<file path="src/rtl/ped_signal_ctrl_if.sv">
// Pedestrian signal bus: vehicle light and button in, lamps and status out.
// master drives the light/button side; slave is the controller.
interface ped_signal_ctrl_if #(
    parameter int CNT_W = 4
);
    logic [0:2]       light;
    logic             ped_req;
    logic             walk;
    logic             dont_walk;
    logic             flash;
    logic [CNT_W-1:0] countdown;
    logic             req_pending;
    logic             abort;
    logic             light_err;

    modport master (
        output light, ped_req,
        input  walk, dont_walk, flash, countdown,
        input  req_pending, abort, light_err
    );

    modport slave (
        input  light, ped_req,
        output walk, dont_walk, flash, countdown,
        output req_pending, abort, light_err
    );
endinterface

</file>
<file path="src/rtl/ped_signal_ctrl.sv">
// Pedestrian crossing controller: timed WALK then flashing clearance
// on vehicle red onset, safe abort on non-red or illegal light codes.
module ped_signal_ctrl #(
    parameter int WALK_CYCLES  = 8,
    parameter int FLASH_CYCLES = 4,
    parameter int CNT_W        = 4
) (
    input  logic              clk,
    input  logic              rst_n,
    ped_signal_ctrl_if.slave  bus
);
    typedef enum logic [1:0] {
        IDLE,
        WALK,
        FLASH
    } state_t;

    localparam logic [CNT_W-1:0] WALK_LOAD  = CNT_W'(WALK_CYCLES - 1);
    localparam logic [CNT_W-1:0] FLASH_LOAD = CNT_W'(FLASH_CYCLES - 1);

    state_t           state, state_n;
    logic [CNT_W-1:0] cnt_n;
    logic             flash_n;
    logic             req_n;
    logic             abort_n;
    logic             err_n;
    logic             prev_red;
    logic             red;
    logic             legal;
    logic             onset;

    assign red   = (bus.light == 3'b100);
    assign legal = red || (bus.light == 3'b010) || (bus.light == 3'b001);
    assign onset = red && !prev_red;

    always_comb begin
        state_n = state;
        cnt_n   = bus.countdown;
        flash_n = 1'b0;
        req_n   = bus.req_pending | bus.ped_req;
        abort_n = 1'b0;
        err_n   = 1'b0;
        if (!legal) begin
            state_n = IDLE;
            cnt_n   = '0;
            err_n   = 1'b1;
            if (state != IDLE) begin
                abort_n = 1'b1;
                req_n   = 1'b1;
            end
        end else begin
            unique case (state)
                IDLE: begin
                    if (onset && req_n) begin
                        state_n = WALK;
                        cnt_n   = WALK_LOAD;
                        req_n   = 1'b0;
                    end
                end
                WALK: begin
                    if (!red) begin
                        state_n = IDLE;
                        cnt_n   = '0;
                        abort_n = 1'b1;
                        req_n   = 1'b1;
                    end else if (bus.countdown == '0) begin
                        state_n = FLASH;
                        cnt_n   = FLASH_LOAD;
                        flash_n = 1'b1;
                    end else begin
                        cnt_n = bus.countdown - 1'b1;
                    end
                end
                FLASH: begin
                    if (!red) begin
                        state_n = IDLE;
                        cnt_n   = '0;
                        abort_n = 1'b1;
                        req_n   = 1'b1;
                    end else if (bus.countdown == '0) begin
                        state_n = IDLE;
                    end else begin
                        cnt_n   = bus.countdown - 1'b1;
                        flash_n = !bus.flash;
                    end
                end
                default: begin
                    state_n = IDLE;
                    cnt_n   = '0;
                end
            endcase
        end
    end

    // Lamps are registered from the next state so outputs stay Moore.
    always_ff @(posedge clk or negedge rst_n) begin
        if (!rst_n) begin
            state           <= IDLE;
            prev_red        <= 1'b0;
            bus.walk        <= 1'b0;
            bus.dont_walk   <= 1'b1;
            bus.flash       <= 1'b0;
            bus.countdown   <= '0;
            bus.req_pending <= 1'b0;
            bus.abort       <= 1'b0;
            bus.light_err   <= 1'b0;
        end else begin
            state           <= state_n;
            prev_red        <= red;
            bus.walk        <= (state_n == WALK);
            bus.dont_walk   <= (state_n != WALK);
            bus.flash       <= flash_n;
            bus.countdown   <= cnt_n;
            bus.req_pending <= req_n;
            bus.abort       <= abort_n;
            bus.light_err   <= err_n;
        end
    end
endmodule

</file>
<file path="src/flat_wrapper.sv">
// flat-port wrapper written by rule: the top's interface ports become plain ports
module ped_signal_ctrl_flat 
#(
    parameter int WALK_CYCLES  = 8,
    parameter int FLASH_CYCLES = 4,
    parameter int CNT_W        = 4
)
  (clk, rst_n, bus_light, bus_ped_req, bus_walk, bus_dont_walk, bus_flash, bus_countdown, bus_req_pending, bus_abort, bus_light_err);
  ped_signal_ctrl_if #(.CNT_W(CNT_W)) bus_i ();
  input  logic clk;
  input  logic rst_n;
  input wire logic [$bits(bus_i.light)-1:0] bus_light;
  input wire logic [$bits(bus_i.ped_req)-1:0] bus_ped_req;
  output wire logic [$bits(bus_i.walk)-1:0] bus_walk;
  output wire logic [$bits(bus_i.dont_walk)-1:0] bus_dont_walk;
  output wire logic [$bits(bus_i.flash)-1:0] bus_flash;
  output wire logic [$bits(bus_i.countdown)-1:0] bus_countdown;
  output wire logic [$bits(bus_i.req_pending)-1:0] bus_req_pending;
  output wire logic [$bits(bus_i.abort)-1:0] bus_abort;
  output wire logic [$bits(bus_i.light_err)-1:0] bus_light_err;
  assign bus_i.light = bus_light;
  assign bus_i.ped_req = bus_ped_req;
  assign bus_walk = bus_i.walk;
  assign bus_dont_walk = bus_i.dont_walk;
  assign bus_flash = bus_i.flash;
  assign bus_countdown = bus_i.countdown;
  assign bus_req_pending = bus_i.req_pending;
  assign bus_abort = bus_i.abort;
  assign bus_light_err = bus_i.light_err;
  ped_signal_ctrl #(.WALK_CYCLES(WALK_CYCLES), .FLASH_CYCLES(FLASH_CYCLES), .CNT_W(CNT_W)) u_core (.clk(clk), .rst_n(rst_n), .bus(bus_i));
endmodule
</file>
<file path="config.mk">
export PLATFORM = sky130hd
export DESIGN_NAME = ped_signal_ctrl_flat
export DESIGN_NICKNAME = d
export VERILOG_FILES = /design/src/rtl/ped_signal_ctrl_if.sv /design/src/rtl/ped_signal_ctrl.sv /design/src/flat_wrapper.sv
export SDC_FILE = /design/constraint.sdc
export NUM_CORES = 1
export LEC_CHECK = 0
export CAP_MARGIN = 20
export CORE_UTILIZATION = 30
export CTS_CLUSTER_DIAMETER = 150
export DETAILED_ROUTE_END_ITERATION = 16
export SLEW_MARGIN = 15
export SYNTH_ARGS = -nofsm -noshare
export SYNTH_HDL_FRONTEND = slang
export SYNTH_SLANG_ARGS = --single-unit
</file>
<file path="constraint.sdc">
create_clock -name clk -period 1.8 [get_ports clk]
set_clock_uncertainty 0.05 [all_clocks]
set_input_delay 0.45 -clock clk [delete_from_list [all_inputs] [get_ports clk]]
set_output_delay 0.45 -clock clk [all_outputs]
set_load 0.05 [all_outputs]
</file>
Yosys cells after proc, flatten, opt, wreduce, memory -nomap -nowiden
Index checks and enable logic that the tools add are counted.
- register bits: 13
- word-level logic and storage cells: 61
- add/sub/neg operators: 1
- equality and inequality tests: 9
- muxes and demuxes: 30
- bitwise gates (word level): 1
- reductions and logical operators: 11
- operators with widths (operator ; count):
    $mux 4 ; 6
    $mux 1 ; 14
    $mux 2 ; 6
    $pmux 4 s3 ; 1
    $pmux 2 s3 ; 1
    $eq 2x1->1 const B ; 2
    $logic_not 4->1 ; 1
    $ne 4x4->1 const B ; 1
    $pmux 1 s2 ; 2
    $sub 4x1->4 const B ; 1
    $eq 3x1->1 const B ; 1
    $eq 3x2->1 const B ; 1
    $eq 3x3->1 const B ; 1
    $ne 3x3->1 const B ; 1
    $eq 2x2->1 const B ; 1
    $logic_and 1x1->1 ; 2
    $logic_not 1->1 ; 2
    $logic_not 2->1 ; 1
    $logic_or 1x1->1 ; 2
    $ne 2x1->1 const B ; 1
    $reduce_and 2->1 ; 1
    $reduce_bool 2->1 ; 1
    $reduce_or 2->1 ; 1
    $or 1x1->1 ; 1

Longest topological paths before layout
- depth in word-level cells: 7
- mapped depth: 8

Worst setup path after synthesis
Ideal clock, no wire load.
- path kind: register -> register
- from: reg u_core.bus.countdown[0]
- to: reg u_core.bus.countdown[2]
- library setup time: 0.096 ns
- data arrival time: 2.071 ns
- required time: 1.654 ns
- setup slack: -0.417 ns
- stages on the path, launching flop included: 8
- path buffers: 1
- clock period less this slack: 2.217 ns
- cell sequence: dfrtp_1 > inv_1 > ha_1 > nor3b_1 > and3_1 > or3_1 > buf_2 > o32ai_2
- longest elaborated chain between the ends: 5
- ends and longest elaborated chain (item ; RTL line ; RTL):
    start, declared ; ped_signal_ctrl_if.sv:24 ; output walk, dont_walk, flash, countdown,
    start signal, assigned ; ped_signal_ctrl.sv:113 ; bus.countdown <= cnt_n;
    $sub 4x1->4 / $logic_not 4->1 (equally long branches) ; n/a ;
    $mux 4 (on tied branches) ; ped_signal_ctrl.sv:80, ped_signal_ctrl.sv:66 ;
    $mux 4 (on tied branches) ; ped_signal_ctrl.sv:75, ped_signal_ctrl.sv:61 ;
    $pmux 4 s3 ; ped_signal_ctrl.sv:52 ; unique case (state)
    $mux 4 ; ped_signal_ctrl.sv:43 ; if (!legal) begin
Parallel ways exist; a longest one is shown, timed or not. The select of a mux whose other input is x is not followed.
A chain may end at the register's enable or synchronous reset.

Worst setup path in the final report
- from: reg u_core.bus.countdown[1]
- to: reg u_core.bus.countdown[0]
- longest elaborated chain between the ends: 5
- ends and longest elaborated chain (item ; RTL line ; RTL):
    $logic_not 4->1 (*) ; ped_signal_ctrl.sv:66, ped_signal_ctrl.sv:80 ;
    $mux 4 ; ped_signal_ctrl.sv:66 ; end else if (bus.countdown == '0) begin
    $mux 4 ; ped_signal_ctrl.sv:61 ; if (!red) begin
    $pmux 4 s3 ; ped_signal_ctrl.sv:52 ;
    $mux 4 ; ped_signal_ctrl.sv:43 ;
Every way passes the cells marked *; elsewhere a longest branch is shown, timed or not.

==> impl_metrics.ini <==
[drt]
avgRoutedWirePerCell_um = 13.7
drtAntennaViolNets = 0
routed_wirelength_mm = 2.34
via_count = 869
vias_per_cell = 5.08
drcViolationCount = 0
drt-pass1-iter-count = 4
drt-initial-drc-count = 11

[synthesis]
synth_area_per_cell_um2 = 9.61
ys_seq_area_share_pct = 38.6
syn_nets = 100
netlist_area_um2 = 846
synth_seq_cells = 13
synth_cell_types = 39
synth_cells = 88
yosys_warnings = 0

[worst_hold_path]
hold_class = in2async

[die]
pin_count = 16
rows = 18
die_y_um = 55.1
fp.dieArea_um2 = 3040
initial_core_util_pct = 32.9
core_um2 = 2570
die-width_um = 55.1

[timing]
clock.fmax_ghz = 0.547
max-slew-margin-rel_pct = 77.3
rsz0062_at_grt = true
setup_viol = 2
setup_slack_ns = -0.0271
period_minus_slack_ns = 1.83
post-route-period-util_pct = 102
hold_violations = 0
worstMarginPinSlew_ns = 0.338
slew_viol_final = 0

[place]
finalWeightedCongestion = 0.883
postPlaceCellArea_um2 = 1350
dp_hpwl_mm = 1.70
dp_cells = 163
io_buffers = 15

[cells_and_area]
nNetsFinal = 154
register_area_um2 = 330
stdcell_area_um2 = 1500
final_util_pct = 58.2
instances_no_fill = 171
diodes = 0
fill_cells = 218
multi_input_area_um2 = 582
area_growth_pct = 76.8
drive_gt1_share_pct = 58.9

[global_routing]
grt_util_met2_pct = 32.1
grt_remaining_overflow = 0
antenna_found_initial = 0
grt_pass1_wl_mm = 3.89
grt-busiest-layer = met2
grt_max_degree = 14
grt_pass1_vias = 863
grtUsageTotal_pct = 18.9
use_met1_pct = 23.0
met3_usage_pct = 5.74

[clock_tree]
htreeDepth = 1
clk_pin_slew_worst_paths_ns = 0.08
root_buffer = clkbuf_4
cts_tree = done
cts_buffers = 3
hold_buffers = 0
clk_latency_ns = 0.28
clock_path_buffers = 2
clock-sinks = 13

[run_status]
violations = setup timing
outcome = finished, violations left

[power]
pwr-share-comb_pct = 46.2
internal-power_mw = 0.628
seqPwrFrac_pct = 34.8
ir_drop_uv = 465
clock_power_share_pct = 19.0
switching_power_mw = 0.328
power_density_nw_per_um2 = 640
switching_share_pct = 34.3
leakage_nw = 0.677

[setup_path]
rrSetupSlack_ns = -0.03
worst_setup_path_start_kind = flip-flop
ff2ff_path_depth = 6
cp.arrival_ns = 1.97
critPathCaptureType = flip-flop
path_class = reg2reg
regToRegEndpoint = u_core.bus.countdown[0]$_DFFE_PN0P_
crit_fanout = 3
r2r-start = u_core.bus.countdown[1]$_DFFE_PN0P_
required_ns = 1.95

[run]
maxCapViolCount = 0
[cell type report]
class                      instances  area share, %
timing repair buffer              52           32.2
clock buffer                       4           1.76
multi-input combinational         62           38.9
inverter                          10           2.51
sequential                        13           22.1
tap                               30           2.51
[cell families (layout without fill, tap and decap cells)]
group / count (synthesis) / count (layout) / share of synthesized area (%)
xor gates and xnor gates: 2 / 2 / 2.07
AOI/OAI and AO/OA: 24 / 24 / 21.2
buffers and inverters: 13 / 66 / 6.80
adders and majority gates: 6 / 6 / 8.88
muxes: 2 / 2 / 2.37
DFF: 13 / 13 / 38.6
and+or+nand+nor: 28 / 28 / 20.1
[per-stage QoR]
stage / setup TNS [ns] / worst slack, ns / power [mW] / hold slack, ns
global placement: -4.02 / -0.431 / 0.750 / 0.541
global route: -0.265 / -0.0953 / 1.02 / 0.429
CTS: -0.00982 / -0.00982 / 0.958 / 0.426
finish: -0.0375 / -0.0271 / 0.956 / 0.423
floorplan: -0.411 / -0.147 / 0.541 / 0.104
detailed placement: -4.28 / -0.469 / 0.751 / 0.549
[placed cells by master, fill, tap and decap left out, drive strengths merged]
master          n
or4bb           1
o311ai          1
ha              6
a31oi           1
or3             1
o32ai           1
o21ai           3
nor3b           1
mux2i           2
o211a           1
nor4b           2
dlygate4sd2     3
o211ai          4
dfstp           1
and3            2
buf            47
inv            10
o2bb2ai         1
o22ai           1
clkdlybuf4s50   2
a211oi          2
or3b            2
clkbuf          4
nand3           1
o31ai           3
dfrtp          12
o21bai          1
a21oi           2
nand2           4
nor3            4
xnor2           1
nor2            6
nor4            4
o21a            3
xor2            1
[repair_timing]
| action | 4_1_cts | 5_1_grt |
|---|---|---|
| setup buffers | 4 | 0 |
| cloned | 0 | 0 |
| endpoints found under the hold margin | 0 | 0 |
| pin swaps | 9 | 5 |
| setup endpoints to repair | 10 | 8 |
| gates resized for setup | 17 | 10 |
[flip-flops by register name (all words and copies together), names as in the netlist]
signal / count
u_core.bus.walk: 1
u_core.bus.countdown: 4
u_core.bus.dont_walk: 1
u_core.bus.abort: 1
u_core.state: 2
u_core.bus.req_pending: 1
u_core.prev_red: 1
u_core.bus.light_err: 1
u_core.bus.flash: 1
[power groups by stage]
stage	Clock (mW)	Sequential [mW]	Combinational (mW)
floorplan	0	0.409	0.132
global placement	0	0.337	0.412
detailed placement	0	0.338	0.413
CTS	0.193	0.333	0.433
global route	0.211	0.337	0.470
finish	0.182	0.333	0.442
[critical path, stage by stage, from the launching register on]
cell and delay [ns]:
dfrtp_2 0.41, inv_2 0.08, ha_4 0.15, or4bb_4 0.55
a211oi_2 0.24, o211ai_1 0.10, mux2i_1 0.16
[synth_stat cells]
| cell type | n | area, um^2 |
|---|---|---|
| nor4b_1 | 2 | 17.5 |
| or3_1 | 1 | 6.26 |
| o21a_1 | 3 | 22.5 |
| o21ai_1 | 1 | 5.00 |
| o22ai_1 | 1 | 6.26 |
| or3b_4 | 1 | 11.3 |
| nor2_1 | 6 | 22.5 |
| a211oi_1 | 2 | 15.0 |
| xor2_1 | 1 | 8.76 |
| nor3_1 | 4 | 20.0 |
| nand2_2 | 1 | 6.26 |
| dfstp_2 | 1 | 26.3 |
| buf_2 | 1 | 5.00 |
| o211a_1 | 1 | 10.0 |
| mux2i_1 | 2 | 20.0 |
| o311ai_1 | 1 | 8.76 |
| inv_1 | 9 | 33.8 |
| a31oi_1 | 1 | 6.26 |
| xnor2_1 | 1 | 8.76 |
| buf_6 | 1 | 11.3 |
| o2bb2ai_1 | 1 | 8.76 |
| or3b_2 | 1 | 8.76 |
| o32ai_2 | 1 | 16.3 |
| nand2_1 | 3 | 11.3 |
| nand3_1 | 1 | 5.00 |
| nor4_1 | 4 | 25.0 |
| a21oi_1 | 2 | 10.0 |
| o31ai_1 | 3 | 22.5 |
| and3_1 | 1 | 6.26 |
| o21bai_1 | 1 | 7.51 |
| inv_2 | 1 | 3.75 |
| and3_4 | 1 | 11.3 |
| o21ai_0 | 2 | 10.0 |
| or4bb_1 | 1 | 11.3 |
| nor3b_1 | 1 | 7.51 |
| o211ai_1 | 4 | 30.0 |
| ha_1 | 6 | 75.1 |
| dfrtp_1 | 12 | 300 |
| clkbuf_1 | 1 | 3.75 |
[metal layers]
| metal | routed length, um | part of all wire, % | vias to the layer above |
|---|---|---|---|
| li1 | - | - | 435 |
| met1 | 1020 | 44 | 411 |
| met4 | 46 | 2.0 | 0 |
| met2 | 1190 | 51 | 17 |
| met5 | 0 | 0 | - |
| met3 | 83 | 3.6 | 6 |
[worst max-delay path by stage]
stage / from / to / slack, ns / cells after the start
after floorplan: u_core.bus.countdown[0]$_DFFE_PN0P_ / u_core.bus.countdown[2]$_DFFE_PN0P_ / -0.15 / 7
after global placement: bus_light[2] / u_core.bus.countdown[3]$_DFFE_PN0P_ / -0.43 / 6
after detailed placement: bus_light[2] / u_core.bus.walk$_DFF_PN0_ / -0.47 / 6
after CTS: u_core.state[1]$_DFF_PN0_ / u_core.bus.countdown[0]$_DFFE_PN0P_ / -0.01 / 6
after global routing: u_core.bus.countdown[1]$_DFFE_PN0P_ / u_core.bus.countdown[1]$_DFFE_PN0P_ / -0.1 / 6
final: u_core.bus.countdown[1]$_DFFE_PN0P_ / u_core.bus.countdown[0]$_DFFE_PN0P_ / -0.03 / 6
(Power assumes the default switching activity.)
